File: src/rtl/axis_packetizer.sv
// Frames the unframed beats from the stream FIFO into AXI-Stream packets,
// closing each on a fixed beat count or on an input idle timeout.
package params_pkg;
  localparam int AXIS_DATA_W = 32;
endpackage

module axis_packetizer
  import params_pkg::*;
#(
  parameter  int DATA_W      = AXIS_DATA_W,
  parameter  int MAX_PKT_LEN = 256,
  parameter  int TIMEOUT_CYC = 64,
  localparam int LEN_W       = $clog2(MAX_PKT_LEN + 1)
) (
  input  logic             clk,
  input  logic             reset_n,
  axi_stream_if.slave      s_axis,
  axi_stream_if.master     m_axis,
  input  logic [LEN_W-1:0] cfg_pkt_len,
  input  logic             cfg_timeout_en,
  output logic [15:0]      pkt_count,
  output logic [15:0]      timeout_count
);

  localparam int TMR_W = (TIMEOUT_CYC > 1) ? $clog2(TIMEOUT_CYC) : 1;

  // Hold register: the newest accepted beat, kept until we know whether it is final.
  logic              hv, hl;
  logic [DATA_W-1:0] hdata;

  // Output register driving m_axis.
  logic              ov, ol;
  logic [DATA_W-1:0] od;

  logic [LEN_W-1:0]  beat_cnt, plen_q, eff_len, cur_len;
  logic [TMR_W-1:0]  timer;
  logic [15:0]       pkt_cnt_q, to_cnt_q;

  logic o_free, s_ready, accept, is_last, xfer, idle_wait, to_fire;

  assign o_free  = !ov || m_axis.tready;
  assign s_ready = reset_n && (!hv || o_free);
  assign accept  = s_axis.tvalid && s_ready;

  assign eff_len = (cfg_pkt_len == '0 || cfg_pkt_len > LEN_W'(MAX_PKT_LEN))
                   ? LEN_W'(MAX_PKT_LEN) : cfg_pkt_len;
  // The first beat of a packet decides its length; later beats use the latched copy.
  assign cur_len = (beat_cnt == '0) ? eff_len : plen_q;
  assign is_last = (beat_cnt + LEN_W'(1)) == cur_len;

  // A non-final held beat may only move on once its successor arrives.
  assign xfer      = hv && o_free && (hl || accept);
  assign idle_wait = hv && !hl && !accept;
  assign to_fire   = idle_wait && cfg_timeout_en && (timer == TMR_W'(TIMEOUT_CYC - 1));

  // NOTE: every state register uses non-blocking assignment so all blocks see pre-edge values.
  always_ff @(posedge clk or negedge reset_n) begin
    if (!reset_n) begin
      hv <= 1'b0;
      hl <= 1'b0;
    end else if (accept) begin
      hv <= 1'b1;
      hl <= is_last;
    end else if (xfer) begin
      hv <= 1'b0;
      hl <= 1'b0;
    end else if (to_fire) begin
      hl <= 1'b1;
    end
  end

  // NOTE: hdata is pure datapath qualified by hv, so it carries no reset.
  always_ff @(posedge clk) begin
    if (accept) hdata <= s_axis.tdata;
  end

  always_ff @(posedge clk or negedge reset_n) begin
    if (!reset_n) begin
      beat_cnt <= '0;
      plen_q   <= '0;
    end else if (accept) begin
      if (beat_cnt == '0) plen_q <= eff_len;
      beat_cnt <= is_last ? '0 : beat_cnt + LEN_W'(1);
    end else if (to_fire) begin
      beat_cnt <= '0;
    end
  end

  always_ff @(posedge clk or negedge reset_n) begin
    if (!reset_n) begin
      timer <= '0;
    end else if (!idle_wait) begin
      timer <= '0;
    end else if (cfg_timeout_en) begin
      timer <= to_fire ? '0 : timer + TMR_W'(1);
    end
  end

  always_ff @(posedge clk or negedge reset_n) begin
    if (!reset_n) begin
      ov <= 1'b0;
      ol <= 1'b0;
      od <= '0;
    end else if (xfer) begin
      ov <= 1'b1;
      ol <= hl;
      od <= hdata;
    end else if (ov && m_axis.tready) begin
      ov <= 1'b0;
      ol <= 1'b0;
    end
  end

  always_ff @(posedge clk or negedge reset_n) begin
    if (!reset_n) begin
      pkt_cnt_q <= '0;
      to_cnt_q  <= '0;
    end else begin
      if (ov && m_axis.tready && ol) pkt_cnt_q <= pkt_cnt_q + 16'd1;
      if (to_fire)                   to_cnt_q  <= to_cnt_q + 16'd1;
    end
  end

  assign s_axis.tready = s_ready;
  assign m_axis.tvalid = ov;
  assign m_axis.tlast  = ol;
  assign m_axis.tdata  = od;
  assign pkt_count     = pkt_cnt_q;
  assign timeout_count = to_cnt_q;

endmodule

File: src/rtl/axis_packetizer_if.sv
// AXI-Stream bundle shared by the stream blocks; tdata width is set per instance.
interface axi_stream_if #(
  parameter int DATA_W = 32
);
  logic              tvalid;
  logic              tready;
  logic [DATA_W-1:0] tdata;
  logic              tlast;

  modport master (output tvalid, output tdata, output tlast, input tready);
  modport slave  (input tvalid, input tdata, input tlast, output tready);
endinterface

File: src/flat_wrapper.sv
// flat-port wrapper written by rule: the top's interface ports become plain ports
module axis_packetizer_flat import params_pkg::*;
#(
  parameter  int DATA_W      = AXIS_DATA_W,
  parameter  int MAX_PKT_LEN = 256,
  parameter  int TIMEOUT_CYC = 64,
  localparam int LEN_W       = $clog2(MAX_PKT_LEN + 1)
)
  (clk, reset_n, cfg_pkt_len, cfg_timeout_en, pkt_count, timeout_count, s_axis_tvalid, s_axis_tdata, s_axis_tlast, s_axis_tready, m_axis_tvalid, m_axis_tdata, m_axis_tlast, m_axis_tready);
  axi_stream_if #(.DATA_W(DATA_W)) s_axis_i ();
  axi_stream_if #(.DATA_W(DATA_W)) m_axis_i ();
  input  logic clk;
  input  logic reset_n;
  input  logic [LEN_W-1:0] cfg_pkt_len;
  input  logic cfg_timeout_en;
  output logic [15:0] pkt_count;
  output logic [15:0] timeout_count;
  input wire logic [$bits(s_axis_i.tvalid)-1:0] s_axis_tvalid;
  input wire logic [$bits(s_axis_i.tdata)-1:0] s_axis_tdata;
  input wire logic [$bits(s_axis_i.tlast)-1:0] s_axis_tlast;
  output wire logic [$bits(s_axis_i.tready)-1:0] s_axis_tready;
  output wire logic [$bits(m_axis_i.tvalid)-1:0] m_axis_tvalid;
  output wire logic [$bits(m_axis_i.tdata)-1:0] m_axis_tdata;
  output wire logic [$bits(m_axis_i.tlast)-1:0] m_axis_tlast;
  input wire logic [$bits(m_axis_i.tready)-1:0] m_axis_tready;
  assign s_axis_i.tvalid = s_axis_tvalid;
  assign s_axis_i.tdata = s_axis_tdata;
  assign s_axis_i.tlast = s_axis_tlast;
  assign s_axis_tready = s_axis_i.tready;
  assign m_axis_tvalid = m_axis_i.tvalid;
  assign m_axis_tdata = m_axis_i.tdata;
  assign m_axis_tlast = m_axis_i.tlast;
  assign m_axis_i.tready = m_axis_tready;
  axis_packetizer #(.DATA_W(DATA_W), .MAX_PKT_LEN(MAX_PKT_LEN), .TIMEOUT_CYC(TIMEOUT_CYC)) u_core (.clk(clk), .reset_n(reset_n), .s_axis(s_axis_i), .m_axis(m_axis_i), .cfg_pkt_len(cfg_pkt_len), .cfg_timeout_en(cfg_timeout_en), .pkt_count(pkt_count), .timeout_count(timeout_count));
endmodule
File: config.mk
export PLATFORM = sky130hd
export DESIGN_NAME = axis_packetizer_flat
export DESIGN_NICKNAME = d
export VERILOG_FILES = /design/src/rtl/axis_packetizer.sv /design/src/rtl/axis_packetizer_if.sv /design/src/flat_wrapper.sv
export SDC_FILE = /design/constraint.sdc
export NUM_CORES = 1
export LEC_CHECK = 0
export ABC_AREA = 1
export CAP_MARGIN = 0
export CORE_MARGIN = 5
export CORE_UTILIZATION = 40
export DETAILED_ROUTE_END_ITERATION = 8
export PLACE_DENSITY = 0.67
export SETUP_SLACK_MARGIN = 0.5
export SYNTH_ARGS = -nofsm -noshare
export SYNTH_HDL_FRONTEND = slang
export SYNTH_SLANG_ARGS = --single-unit
File: constraint.sdc
create_clock -name clk -period 4.1 [get_ports clk]
set_clock_uncertainty 0.2 [all_clocks]
set_input_delay 1.025 -clock clk [delete_from_list [all_inputs] [get_ports clk]]
set_output_delay 1.025 -clock clk [all_outputs]
set_load 0.05 [all_outputs]
======== Word level (Yosys, flattened, before mapping) ========
Cells that the tools add are included.
Widths: inputs -> output; s select.
word-level totals
  memory bits (writable) .................. 0
  bits in read-only memories .............. 0
  register bits after elaboration ......... 124
  output and inout port bits .............. 67
  input port bits ......................... 47
  word-level logic and storage cells ...... 59
  bits in latches ......................... 0
  memories ................................ 0
operators by class
  bitwise logic cells ..................... 0
  eq/ne operators ......................... 3
  multipliers ............................. 0
  shift operators ......................... 0
  reduce and logical (&&, ||, !) cells .... 24
  muxes and demuxes ....................... 16
  div/mod/pow operators ................... 0
  $add $sub $neg .......................... 4
  magnitude comparators ................... 1
operators by type and width
  kind                   count
  $mux 9                 5
  $add 16x1->16 const B  2
  $logic_not 9->1        2
  $mux 6                 3
  $logic_and 1x1->1      10
  $add 9x1->9 const B    1
  $eq 9x9->1             1
  $gt 9x9->1 const B     1
  $mux 1                 8
  $add 6x1->6 const B    1
  $eq 6x6->1 const B     1
  $reduce_bool 2->1      3
  $logic_not 1->1        4
  $logic_or 1x1->1       4
  $reduce_bool 3->1      1
  $ne 2x2->1 const B     1

======== Logic depth before layout (Yosys ltp) ========
  depth after elaboration ................. 12
  mapped depth ............................ 15
  depth with buffers taken out ............ 15

======== Worst setup path after synthesis ========
Ideal clock, no wire load.
  path type ............................... input to register
  from .................................... input cfg_pkt_len[1]
  to ...................................... register u_core.beat_cnt[3]
  setup time .............................. 0.116 ns
  data arrival time ....................... 2.485 ns
  data required time ...................... 3.784 ns
  path buffers ............................ 0
  stages .................................. 15
  path slack .............................. 1.299 ns
  cells stage by stage .................... nor4_1 nand2_1 ha_1 inv_1 nand2_1 inv_1 nand3_1 nand3_1 nand2_1 nor2_1 nand2_1 nor2_2 nand2_4 nand2_1 nand2_1
on the way
  longest elaborated chain between the ends .. 7
  elaborated cells between the ends (all ways) .. 8
  those cells by class .................... 1 x order compare; 1 x eq/ne; 4 x mux; 2 x reduce/logical
ends and longest elaborated chain
  element                                               line                   text
  from (decl)                                           flat_wrapper.sv:14     input logic [LEN_W-1:0] cfg_pkt_len;
  $gt 9x9->1 / $logic_not 9->1 (equally long branches)  axis_packetizer.sv:45  assign eff_len = (cfg_pkt_len == '0 || cfg_pkt_len > LEN_W'(MAX_PKT_LEN))
  $logic_or 1x1->1                                      axis_packetizer.sv:45
  $mux 9 (*)                                            axis_packetizer.sv:46  ? LEN_W'(MAX_PKT_LEN) : cfg_pkt_len;
  $mux 9 (*)                                            axis_packetizer.sv:48  assign cur_len = (beat_cnt == '0) ? eff_len : plen_q;
  $eq 9x9->1 (*)                                        axis_packetizer.sv:49  assign is_last = (beat_cnt + LEN_W'(1)) == cur_len;
  $mux 9 (*)                                            axis_packetizer.sv:83  beat_cnt <= is_last ? '0 : beat_cnt + LEN_W'(1);
  $mux 9 (*)                                            axis_packetizer.sv:81  end else if (accept) begin
  to (signal assigned)                                  axis_packetizer.sv:83
  to (decl)                                             axis_packetizer.sv:35  logic [LEN_W-1:0] beat_cnt, plen_q, eff_len, cur_len;
Every way passes the cells marked *; elsewhere a longest branch is shown, timed or not.
A chain may end at the register's enable or synchronous reset.

======== Final worst setup path ========
  from .................................... input m_axis_tready
  to ...................................... output s_axis_tready
on the way
  longest elaborated chain between the ends .. 3
ends and longest elaborated chain
  element            line                   text
  from (decl)        flat_wrapper.sv:25     input wire logic [$bits(m_axis_i.tready)-1:0] m_axis_tready;
  $logic_or 1x1->1   axis_packetizer.sv:41  assign o_free = !ov || m_axis.tready;
  $logic_or 1x1->1   axis_packetizer.sv:42  assign s_ready = reset_n && (!hv || o_free);
  $logic_and 1x1->1  axis_packetizer.sv:42
  to (decl)          flat_wrapper.sv:21     output wire logic [$bits(s_axis_i.tready)-1:0] s_axis_tready;
Every way passes these cells.

==> out/summary.txt <==
Outcome: complete, no violations
Crit share post-route: 81.98%
Worst endpoint data arrival time: 2140 ps
Largest net degree at the start of global routing: 49
Die Height: 129.1 microns
CTS Buf Count: 17
Die footprint: 16,660 sq um
Global-route wire length before repair: 21.32 mm
Combinational Power Share: 39.2%
Ports: 114
Part of the Yosys area used for sequential elements: 57.52%
GPL Wtd Cong: 0.8470
Post-route design area: 7639 sq um
Fin. Hold Viols: 0
Starting density of the core: 40.87%
Initial antenna violation count: 0
Worst Setup Path Type: in2out
Power density cells: 734.5 nW/um^2
Setup Total Neg Slack: 0 ps
Sw Pwr: 2.231 mW
Ys async rst share: 74.19%
Via density per instance: 4.808
Clk root buf: clkbuf_16
Max-cap viol count: 0
Clk buf depth: 2
Min Tclk post-route: 3361 ps
Layout cells sized above 1: 12.79%
Post-CTS Repair Setup Buffers: 0
Synth warn: 0
# setup viols final: 0
Worst endpoint required time: 2870 ps
Hold path depth: 2
H-tree Lvls: 4
Most used DFF post-synth: dfrtp_1
Seq pwr share: 31.6%
Layout filler cell count: 1,176
Hold_sp: u_core.hdata[23]$_DFFE_PP_
Clock sink count: 124
Cells after synthesis: 605
HP Class: reg2reg
Area grow syn2layout: 34.65%
Hold bufs inserted after CTS: 0
Reg2reg start: u_core.beat_cnt[0]$_DFFE_PN0P_
Net Sw Frac: 39.77%
Count of cell types in the netlist: 33
Nets: 783
WHS: 234.7 ps
PortBufs: 112
Setup ws final: 738.9 ps
Syn Area/Cell: 9.377 sq um
Endpoint, Worst Hold: u_core.m_axis.tdata[23]$_DFFE_PN0P_
Global route total overflow: 0
P_int: 3.379 mW
Leak: 3.544 nW
Slew Viols, Final: 0
Core Region: 13,880 sq um
CP endpoint kind: primary output
Hpwl dp: 9.032 mm
Crit path max fanout: 3
Number of synthesized flops with an enable pin: 32
Vias in the first global route: 4,547
Worst vdd ir: 405.4 uV
Startpoint types: input pin
CTS tree: built
Core Util, Final: 55.03%
Post-CTS Resized: 0
Routed wire per std cell: 13.72 microns
Mapped Area: 5673 sq um
Max-slew headroom: 59.29%
GRT Overall Usage: 16.04%
Placed insts: 891
DRC: 0
Critical R2R Capture: u_core.beat_cnt[7]$_DFFE_PN0P_
Via count: 4,438
Die width: 129.1 microns
Drt first-iter violations: 306
Final cell count without fillers: 923
Placed cell area: 6989 sq um
Worst slack, placed: 584.5 ps
Total wire length: 12.67 mm
R2R cell count: 15
Register-to-register setup slack: 1740 ps
Fmax: 297.5 MHz
Pwr Total: 5.610 mW
Row cnt: 43
N_diodes: 0
ANT nets after route: 0
Synth Net Count: 658
Reg clk slew, reported paths: 50 ps
Clk Latency, worst-skew pair: 410 ps
Clk pwr share: 29.2%
Seq cells post-synth: 124
RSZ-0062 raised after global routing: false
1st-pass router iterations: 4
Slew at the pin with the worst max-slew slack: 610.7 ps
-- worst max path at each step --
stage / end / start / slack, ps / depth (start not counted)
final: s_axis_tready / m_axis_tready / 740 / 6
after CTS: s_axis_tready / m_axis_tready / 740 / 6
after global placement: u_core.beat_cnt[0]$_DFFE_PN0P_ / cfg_pkt_len[1] / 610 / 16
after detailed placement: u_core.beat_cnt[5]$_DFFE_PN0P_ / cfg_pkt_len[5] / 580 / 16
after global routing: s_axis_tready / m_axis_tready / 690 / 6
after floorplan: u_core.beat_cnt[3]$_DFFE_PN0P_ / cfg_pkt_len[1] / 1300 / 15
-- synth_stat cells (7+ instances only) --
master	instances	area, sq um
xor2_1	17	148.9
inv_1	47	176.4
nand2_1	223	837.1
xnor2_1	15	131.4
nor2_1	27	101.4
o21ai_0	14	70.07
nand4_1	12	75.07
dfrtp_1	92	2302
inv_2	7	26.28
nand2_4	7	78.83
nand2_2	17	106.4
nand3_1	32	160.2
edfxtp_1	32	960.9
nor2_2	8	50.05
-- state kept, by name, summed over array words and instances (netlist names), 6 cells and up --
name and cells:
u_core.timer 6, u_core.m_axis.tdata 32, u_core.timeout_count 16, u_core.pkt_count 16, u_core.hdata 32, u_core.plen_q 9, u_core.beat_cnt 9
-- cell type report --
type	count	area, sq um	share of cell area (%)
timing repair buffer	119	1169	15.30
clock buffer	20	456.7	5.979
sequential	124	3263	42.72
clock inverter	12	192.7	2.523
multi-input combinational	414	2130	27.88
tap	180	225.2	2.948
inverter	54	202.7	2.654
-- metal layers --
| layer | routed length [microns] | global-route usage [%] | part of all wire (%) | vias up |
|---|---|---|---|---|
| met4 | 284 | 7.041 | 2.2 | 0 |
| met1 | 5434 | 19.74 | 43 | 2108 |
| met2 | 6153 | 26.49 | 49 | 135 |
| met5 | 0 | 0 | 0 | - |
| met3 | 795 | 4.452 | 6.3 | 21 |
| li1 | - | - | - | 2174 |
-- critical path, cell delays in order --
cell and delay [ps]:
clkdlybuf4s50_1 500, nor2_2 190, nand2_2 90, nand2_1 100, inv_1 50, buf_4 180
-- power by group through the flow --
stage | clock, mW | sequential (mW) | combinational, mW
2_1_floorplan | 0 | 2.35 | 1.02
3_3_place_gp | 0 | 1.78 | 2.17
4_1_cts | 1.67 | 1.77 | 2.22
6_report | 1.64 | 1.77 | 2.20
5_1_grt | 1.73 | 1.81 | 2.39
3_5_place_dp | 0 | 1.79 | 2.22
-- placed cells by master (no fill, tap or decap), types with 2 or more instances in the layout --
master,count
clkbuf_16,17
bufinv_16,5
nor2_2,8
o21ai_0,14
buf_4,9
o21ai_1,3
clkinvlp_4,2
nand3b_1,2
nand2_2,17
xnor2_1,15
xor2_1,17
nand4_1,12
nor2_4,4
inv_1,47
o22ai_1,2
nor2_1,27
nor3_1,6
nand3_1,32
nand3_2,6
clkinv_2,3
nor4_1,6
clkdlybuf4s50_1,110
nor3b_2,2
nand2_4,7
inv_2,7
edfxtp_1,32
ha_1,6
nand2_1,223
dfrtp_1,92
clkbuf_8,2
-- cell families (layout without fill, tap and decap cells) --
family	after synthesis	count (layout)	share of synthesized area (%)
fa+ha+maj	6	6	1.323
simple gates	353	353	28.76
buf+inv	67	205	4.941
xor+xnor	33	33	5.227
flops	124	124	57.52
mux	1	1	0.1985
compound gates	21	21	2.029
(Power assumes the default switching activity.)
